`config.mk`:
```
export PLATFORM = sky130hd
export DESIGN_NAME = mux_4_arbiter_flat
export DESIGN_NICKNAME = d
export VERILOG_FILES = /design/src/rtl/mux_4_arbiter_if.sv /design/src/rtl/mux_4_arbiter.sv /design/src/flat_wrapper.sv
export SDC_FILE = /design/constraint.sdc
export NUM_CORES = 1
export LEC_CHECK = 0
export BUFFER_PORTS_ARGS = -buffer_cell sky130_fd_sc_hd__clkbuf_2
export CAP_MARGIN = 25
export CORE_MARGIN = 2
export CORE_UTILIZATION = 55
export CTS_CLUSTER_SIZE = 28
export DETAILED_ROUTE_END_ITERATION = 12
export MAX_ROUTING_LAYER = met4
export PLACE_DENSITY_LB_ADDON = 0.3
export SLEW_MARGIN = 15
export SYNTH_ARGS = -nofsm -noshare
export SYNTH_HDL_FRONTEND = slang
export SYNTH_SLANG_ARGS = --single-unit
```
`constraint.sdc`:
```
create_clock -name clk -period 3.5 [get_ports clk]
set_input_delay 0.35 -clock clk [delete_from_list [all_inputs] [get_ports clk]]
set_output_delay 0.35 -clock clk [all_outputs]
set_load 0.05 [all_outputs]
```
`src/rtl/mux_4_arbiter_if.sv`:
```
// rtl/mux_4_arbiter_if.sv - request/data/handshake bundle shared by the arbiter and its users
// Ports: req[3:0], a/b/c/d data channels, out_ready (driven by the requester side);
//        gnt[3:0], sel[1:0], out, out_valid, busy (driven by the arbiter).
interface mux_4_arbiter_if #(
    parameter int DATA_W = 4
);
    logic [3:0]        req;
    logic [DATA_W-1:0] a;
    logic [DATA_W-1:0] b;
    logic [DATA_W-1:0] c;
    logic [DATA_W-1:0] d;
    logic              out_ready;
    logic [3:0]        gnt;
    logic [1:0]        sel;
    logic [DATA_W-1:0] out;
    logic              out_valid;
    logic              busy;

    modport master (
        output req, a, b, c, d, out_ready,
        input  gnt, sel, out, out_valid, busy
    );

    modport slave (
        input  req, a, b, c, d, out_ready,
        output gnt, sel, out, out_valid, busy
    );
endinterface

```
`src/rtl/mux_4_arbiter.sv`:
```
// rtl/mux_4_arbiter.sv - round-robin arbiter sharing a 4:1 data select with a hold limit per grant
// Ports: clk, rst (synchronous, active-high); bus (slave modport): req, a..d, out_ready in;
//        gnt (one-hot, registered), sel (registered), out (combinational mux), out_valid, busy out.
module mux_4_arbiter #(
    parameter int DATA_W   = 4,
    parameter int MAX_HOLD = 8
) (
    input  logic              clk,
    input  logic              rst,
    mux_4_arbiter_if.slave    bus
);
    typedef enum logic {IDLE, GRANT} state_t;

    localparam logic [7:0] HOLD_LAST = 8'(MAX_HOLD - 1);

    state_t      state_q, state_n;
    logic [3:0]  gnt_q, gnt_n;
    logic [1:0]  sel_q, sel_n;
    logic [1:0]  last_q, last_n;
    logic [7:0]  hold_q, hold_n;

    logic        out_valid;
    logic        xfer;
    logic        at_limit;
    logic        others;
    logic [3:0]  mask;
    logic [1:0]  win;
    logic [DATA_W-1:0] out_mux;

    // First set bit of mask in the order last+1, last+2, last+3, last.
    // Scanning from the lowest priority up lets the highest priority hit overwrite.
    function automatic logic [1:0] rr_pick(input logic [3:0] m, input logic [1:0] last_v);
        logic [1:0] idx;
        logic [1:0] w;
        w = last_v;
        for (int k = 4; k >= 1; k--) begin
            idx = last_v + 2'(k);
            if (m[idx]) w = idx;
        end
        return w;
    endfunction

    always_ff @(posedge clk) begin
        if (rst) begin
            state_q <= IDLE;
            gnt_q   <= 4'b0000;
            sel_q   <= 2'b00;
            last_q  <= 2'd3;
            hold_q  <= 8'd0;
        end else begin
            state_q <= state_n;
            gnt_q   <= gnt_n;
            sel_q   <= sel_n;
            last_q  <= last_n;
            hold_q  <= hold_n;
        end
    end

    always_comb begin
        state_n  = state_q;
        gnt_n    = gnt_q;
        sel_n    = sel_q;
        last_n   = last_q;
        hold_n   = hold_q;
        xfer     = 1'b0;
        at_limit = (hold_q == HOLD_LAST);
        others   = |(bus.req & ~gnt_q);
        mask     = 4'b0000;
        win      = 2'b00;
        case (state_q)
            IDLE: begin
                if (|bus.req) begin
                    win     = rr_pick(bus.req, last_q);
                    state_n = GRANT;
                    gnt_n   = 4'b0001 << win;
                    sel_n   = win;
                    last_n  = win;
                    hold_n  = 8'd0;
                end
            end
            GRANT: begin
                xfer = out_valid && bus.out_ready;
                // Release when the owner is done, or when it has used its full
                // allowance and someone else is waiting.
                if (!bus.req[sel_q] || (xfer && at_limit && others)) begin
                    mask = bus.req & ~gnt_q;
                    if (|mask) begin
                        win     = rr_pick(mask, last_q);
                        gnt_n   = 4'b0001 << win;
                        sel_n   = win;
                        last_n  = win;
                        hold_n  = 8'd0;
                    end else begin
                        state_n = IDLE;
                        gnt_n   = 4'b0000;
                        hold_n  = 8'd0;
                    end
                end else if (xfer) begin
                    // Nobody else waiting: restart the allowance without a bubble.
                    hold_n = at_limit ? 8'd0 : hold_q + 8'd1;
                end
            end
            default: state_n = IDLE;
        endcase
    end

    always_comb begin
        out_mux = bus.a;
        case (sel_q)
            2'd0: out_mux = bus.a;
            2'd1: out_mux = bus.b;
            2'd2: out_mux = bus.c;
            2'd3: out_mux = bus.d;
            default: out_mux = bus.a;
        endcase
    end

    assign out_valid     = (state_q == GRANT) && bus.req[sel_q];
    assign bus.gnt       = gnt_q;
    assign bus.sel       = sel_q;
    assign bus.out       = out_mux;
    assign bus.out_valid = out_valid;
    assign bus.busy      = (state_q == GRANT);
endmodule

```
`src/flat_wrapper.sv`:
```
// flat-port wrapper written by rule: the top's interface ports become plain ports
module mux_4_arbiter_flat 
#(
    parameter int DATA_W   = 4,
    parameter int MAX_HOLD = 8
)
  (clk, rst, bus_req, bus_a, bus_b, bus_c, bus_d, bus_out_ready, bus_gnt, bus_sel, bus_out, bus_out_valid, bus_busy);
  mux_4_arbiter_if #(.DATA_W(DATA_W)) bus_i ();
  input  logic clk;
  input  logic rst;
  input wire logic [$bits(bus_i.req)-1:0] bus_req;
  input wire logic [$bits(bus_i.a)-1:0] bus_a;
  input wire logic [$bits(bus_i.b)-1:0] bus_b;
  input wire logic [$bits(bus_i.c)-1:0] bus_c;
  input wire logic [$bits(bus_i.d)-1:0] bus_d;
  input wire logic [$bits(bus_i.out_ready)-1:0] bus_out_ready;
  output wire logic [$bits(bus_i.gnt)-1:0] bus_gnt;
  output wire logic [$bits(bus_i.sel)-1:0] bus_sel;
  output wire logic [$bits(bus_i.out)-1:0] bus_out;
  output wire logic [$bits(bus_i.out_valid)-1:0] bus_out_valid;
  output wire logic [$bits(bus_i.busy)-1:0] bus_busy;
  assign bus_i.req = bus_req;
  assign bus_i.a = bus_a;
  assign bus_i.b = bus_b;
  assign bus_i.c = bus_c;
  assign bus_i.d = bus_d;
  assign bus_i.out_ready = bus_out_ready;
  assign bus_gnt = bus_i.gnt;
  assign bus_sel = bus_i.sel;
  assign bus_out = bus_i.out;
  assign bus_out_valid = bus_i.out_valid;
  assign bus_busy = bus_i.busy;
  mux_4_arbiter #(.DATA_W(DATA_W), .MAX_HOLD(MAX_HOLD)) u_core (.clk(clk), .rst(rst), .bus(bus_i));
endmodule
```
# ---- Word-level counts from Yosys, hierarchy flattened
# Index checks and enable logic that the tools add are counted.
dict set report totals {
  word_cells 81
  ramBits 0
  regBits 17
  mem_count 0
  mem_bits_ro 0
  latchBits 0
  output_inout_bits 12
  in_bits 23
}
dict set report classes {
  muxes 43
  n_addsub 4
  shifts 2
  mul 0
  bitwise_logic 3
  n_div 0
  n_eq_ne 8
  order_cmp 4
  n_reduce_logical 12
}
# operator count
set ops {}
lappend ops {{2-to-1 mux 8 bit} 4}
lappend ops {{2-to-1 mux 2 bit} 14}
lappend ops {{one-hot mux 4 bit (4 select lines)} 1}
lappend ops {{one-hot mux 8 bit (2 select lines)} 1}
lappend ops {{binary-select mux 1 bit (select 2 bit)} 7}
lappend ops {{< comparator 2 x 3 -> 1 bit, second input constant} 4}
lappend ops {{2-to-1 mux 4 bit} 3}
lappend ops {{2-to-1 mux 1 bit} 10}
lappend ops {{adder 8 x 1 -> 8 bit, second input constant} 1}
lappend ops {{equality test 8 x 3 -> 1 bit, second input constant} 1}
lappend ops {{one-hot mux 4 bit (2 select lines)} 1}
lappend ops {{OR reduction 4 bit} 2}
lappend ops {{<< shifter 1 x 2 -> 4 bit, first input constant} 2}
lappend ops {{adder 2 bit, second input constant} 2}
lappend ops {{AND 4 bit} 1}
lappend ops {{equality test 2 bit, second input constant} 2}
lappend ops {{logical AND 1 bit} 4}
lappend ops {{inequality test 2 bit, second input constant} 2}
lappend ops {{NOT 4 bit} 1}
lappend ops {{one-hot mux 2 bit (2 select lines)} 1}
lappend ops {{AND reduction 2 bit} 2}
lappend ops {{inequality test 3 bit, second input constant} 1}
lappend ops {{AND reduction 3 bit} 1}
lappend ops {{adder 2 x 1 -> 2 bit, second input constant} 1}
lappend ops {{7 further kinds} 7}

# ---- Logic depth before layout (Yosys ltp)
dict set report depth {
  depth_word 14
  ltp_mapped 7
  ltp_nobuf 6
}

# ---- Worst setup path before layout
# OpenSTA, ideal clock, no wires.
dict set report synth_timing {
  path_kind {flip-flop to flip-flop}
  startpoint {register u_core.sel_q[0] (netlist: u_core.bus.sel[0])}
  endpoint {register u_core.sel_q[0] (netlist: u_core.bus.sel[0])}
  stages_incl_launch_ff 7
  period_less_slack_ps 2396
  arrival_time_ps 2329
  slack_ps 1104
  required_ps 3433
  setup_ps 67
  cell_sequence {dfxtp_1 buf_6 mux4_2 a21boi_1 o21a_2 or4_4 a21oi_2}
}
dict set report synth_via {
  elab_chain_cells 9
}
# element line
set synth_lines {}
lappend synth_lines {{from (decl)} mux_4_arbiter.sv:18} ;# logic [1:0] sel_q, sel_n;
lappend synth_lines {{from (signal assigned)} mux_4_arbiter.sv:53} ;# sel_q <= sel_n;
lappend synth_lines {{binary-select mux 1 bit (select 2 bit) (*)} {mux_4_arbiter.sv:85, mux_4_arbiter.sv:118}}
lappend synth_lines {{2-to-1 mux 1 bit (not written as such) (*)} {mux_4_arbiter.sv:85, mux_4_arbiter.sv:118}}
lappend synth_lines {{logical AND 1 bit} mux_4_arbiter.sv:118} ;# assign out_valid = (state_q == GRANT) && bus.req[sel_q];
lappend synth_lines {{logical AND 1 bit} mux_4_arbiter.sv:82} ;# xfer = out_valid && bus.out_ready;
lappend synth_lines {{logical AND 1 bit (2 in a row)} mux_4_arbiter.sv:85} ;# if (!bus.req[sel_q] || (xfer && at_limit && others)) begin
lappend synth_lines {{logical OR 1 bit (*)} mux_4_arbiter.sv:85}
lappend synth_lines {{inequality test 2 bit (no source line) (*)} --}
lappend synth_lines {{AND reduction 3 bit (no source line) (*)} --}
# Mark *: on every way between the ends. The rest lies on a longest branch, timed or not. The select of a mux whose other input is x is not followed.
# A chain may end at the register's enable or synchronous reset.

# ---- Worst setup path after layout
# Same ends and word-level chain as after synthesis.

==> flow_metrics.py <==
metrics = {
    "status": {
        "outcome": "finished, final reports clean",
    },
    "timing": {
        "finalHoldViolations": 0,
        "drv_slew": 0,
        "maxSlewHeadroom_pct": 46.8,
        "hold_slack_ns": 0.376,
        "setup_tns_ns": 0,
        "worst_slew_pin_slew_ns": 0.795,
        "rsz0062_at_grt": "no",
        "post-route-min-period_ns": 2.28,
        "clock.fmax_ghz": 0.439,
        "finClkSkew_ns": 0.00567,
        "final.period_utilization_pct": 65.1,
        "fin_ws_ns": 1.22,
        "setup_violations": 0,
    },
    "yosys": {
        "ys_types": 48,
        "yosysTopAreaCell": "dfxtp_1",
        "syn_area_sq_um": 1230,
        "yosys_warnings": 0,
        "synth.avg_cell_area_sq_um": 8.45,
        "synth_top_cell_area_share_pct": 27.6,
        "ys_ff_latch": 17,
        "synth_edf_count": 0,
        "netlist_instances": 146,
        "synth_async_sr_flop_share_pct": 0,
        "seq_area_frac_synth_pct": 27.6,
        "synth_area_leaders": "dfxtp_1, mux4_1, xnor2_1",
        "syn_nets": 170,
        "synth-main-ff-cell": "dfxtp_1",
    },
    "power_and_ir_drop": {
        "finalPower_uw": 682,
        "ir_drop_mv": 0.335,
        "powerDensity_nw_per_um2": 473,
        "cellLeakagePower_nw": 0.588,
    },
    "place": {
        "dp_cells": 202,
        "post-place-ws_ns": 1.21,
        "placed_cell_area_sq_um": 1410,
        "port_buffers": 34,
        "hpwl_mm": 2.25,
        "place_congestion": 0.983,
    },
    "layout": {
        "fin_cells": 206,
        "postLayoutCoreUtil_pct": 66.4,
        "layout_commonest_cell": "clkbuf_2",
        "nets": 203,
        "fill_cells": 205,
        "areaGrowthSynthToFinish_pct": 16.7,
        "diodes": 0,
        "mostFrequentLayoutCells": "clkbuf_2, dfxtp_1, nor2_1, nand2_1, a21oi_1",
        "stdcell_area_sq_um": 1440,
        "drive_gt1_share_pct": 27.0,
    },
    "worst_hold_path": {
        "min_path_type": "in -> reg",
    },
    "floorplanning": {
        "fp-row-count": 17,
        "floorplan.die.height_microns": 51.4,
        "start_util_pct": 56.9,
        "boundaryPins": 35,
        "die_x_microns": 51.4,
        "dieArea_sq_um": 2640,
        "core_area_sq_um": 2170,
    },
    "drt": {
        "first_iter_violations": 57,
        "wire_per_inst_microns": 14.1,
        "via_per_inst": 6.04,
        "finalWirelength_mm": 2.90,
        "drc_errors": 0,
        "vias": 1244,
        "first_pass_iters": 4,
        "drtAntennaViolNets": 0,
    },
    "clocking": {
        "cts_max_level": 1,
        "clk_pin_slew_worst_paths_ns": 0.09,
        "cts_buffers": 3,
        "insertion_delay_ns": 0.28,
        "cts_repair_resize_count": 0,
        "post_cts_buffers": 0,
        "cts_buffer_depth": 2,
        "cts_tree": "yes",
        "cts_sinks": 17,
        "cts_root_buf": "clkbuf_4",
        "holdBufCountCts": 0,
    },
    "setup_path": {
        "path_class": "reg -> reg",
        "path_max_fanout": 7,
        "cp-end-kind": "flip-flop",
        "critPathLaunchType": "flip-flop",
        "arrival_ns": 2.50,
        "cp_data_required_time_ns": 3.72,
    },
    "global_routing": {
        "grt_overflow_total": 0,
        "grt_pass1_vias": 1024,
        "antenna_found_initial": 0,
        "grt_util_all_layers_pct": 22.3,
        "grt_pass1_wl_mm": 4.34,
        "grt_max_degree": 16,
    },
    "run": {
        "drv_cap": 0,
    },
}
[per-layer routing]
metal	GRT usage, %	wire, microns
met2	37.4	1490
met5	-	0
met1	27.3	1240
met4	9.21	43
met3	2.34	123
[path summary, 6_finish.rpt]
check	from	endpoint	slack (ns)	depth (start not counted)
worst min-delay path	rst	u_core.bus.sel[0]	0.38	2
worst min register to register	u_core.hold_q[1]	u_core.hold_q[1]	0.51	2
worst max-delay path	u_core.bus.sel[0]	u_core.bus.sel[0]	1.22	5
worst max register to register	u_core.bus.sel[0]	u_core.bus.sel[0]	1.22	5
[final cells by class]
cell class / instances / area, sq um / share of cell area, %
tap: 28 / 35.0 / 2.43
multi-input combinational: 118 / 845 / 58.6
clock inverter: 1 / 5.00 / 0.348
sequential: 17 / 340 / 23.6
timing repair buffer: 35 / 178 / 12.3
clock buffer: 3 / 22.5 / 1.56
inverter: 4 / 15.0 / 1.04
[worst max-delay path: stages (launching register included)]
cell and delay (ns):
dfxtp_1 0.54, mux4_2 0.61, a21boi_1 0.17, o21a_2 0.25, or4_4 0.52, a21oi_2 0.12
[synthesized netlist by cell type, drive strengths merged (2+ instances only)]
cell	number
dfxtp	17
nor2	13
nand2	10
a21oi	9
nand2b	7
o21ai	7
clkbuf	6
nor2b	6
xnor2	6
a311oi	5
mux4	5
nor3	5
nor4	5
inv	4
o21a	4
a31oi	3
nand4	3
o211ai	3
or4	3
and2	2
or2	2
[report_power, final]
group	internal (mW)	total [mW]	switching, mW
logic	0.118	0.325	0.207
clock network	0.0424	0.102	0.0597
registers	0.214	0.254	0.0401
total	0.375	0.682	0.307
[registers in the layout (all words and copies together) (netlist names)]
name and flops:
u_core.bus.gnt 4, u_core.hold_q 8, u_core.last_q 2, u_core.bus.sel 2
u_core.bus.busy 1
[cell families after synthesis]
kind of cell,share of synthesized area [%]
simple gates,29.9
flops,27.6
fa+ha+maj,1.01
compound gates,22.1
xor+xnor,4.26
mux,11.2
buf+inv,3.95
No activity file was read; power rests on OpenSTA's default activity.
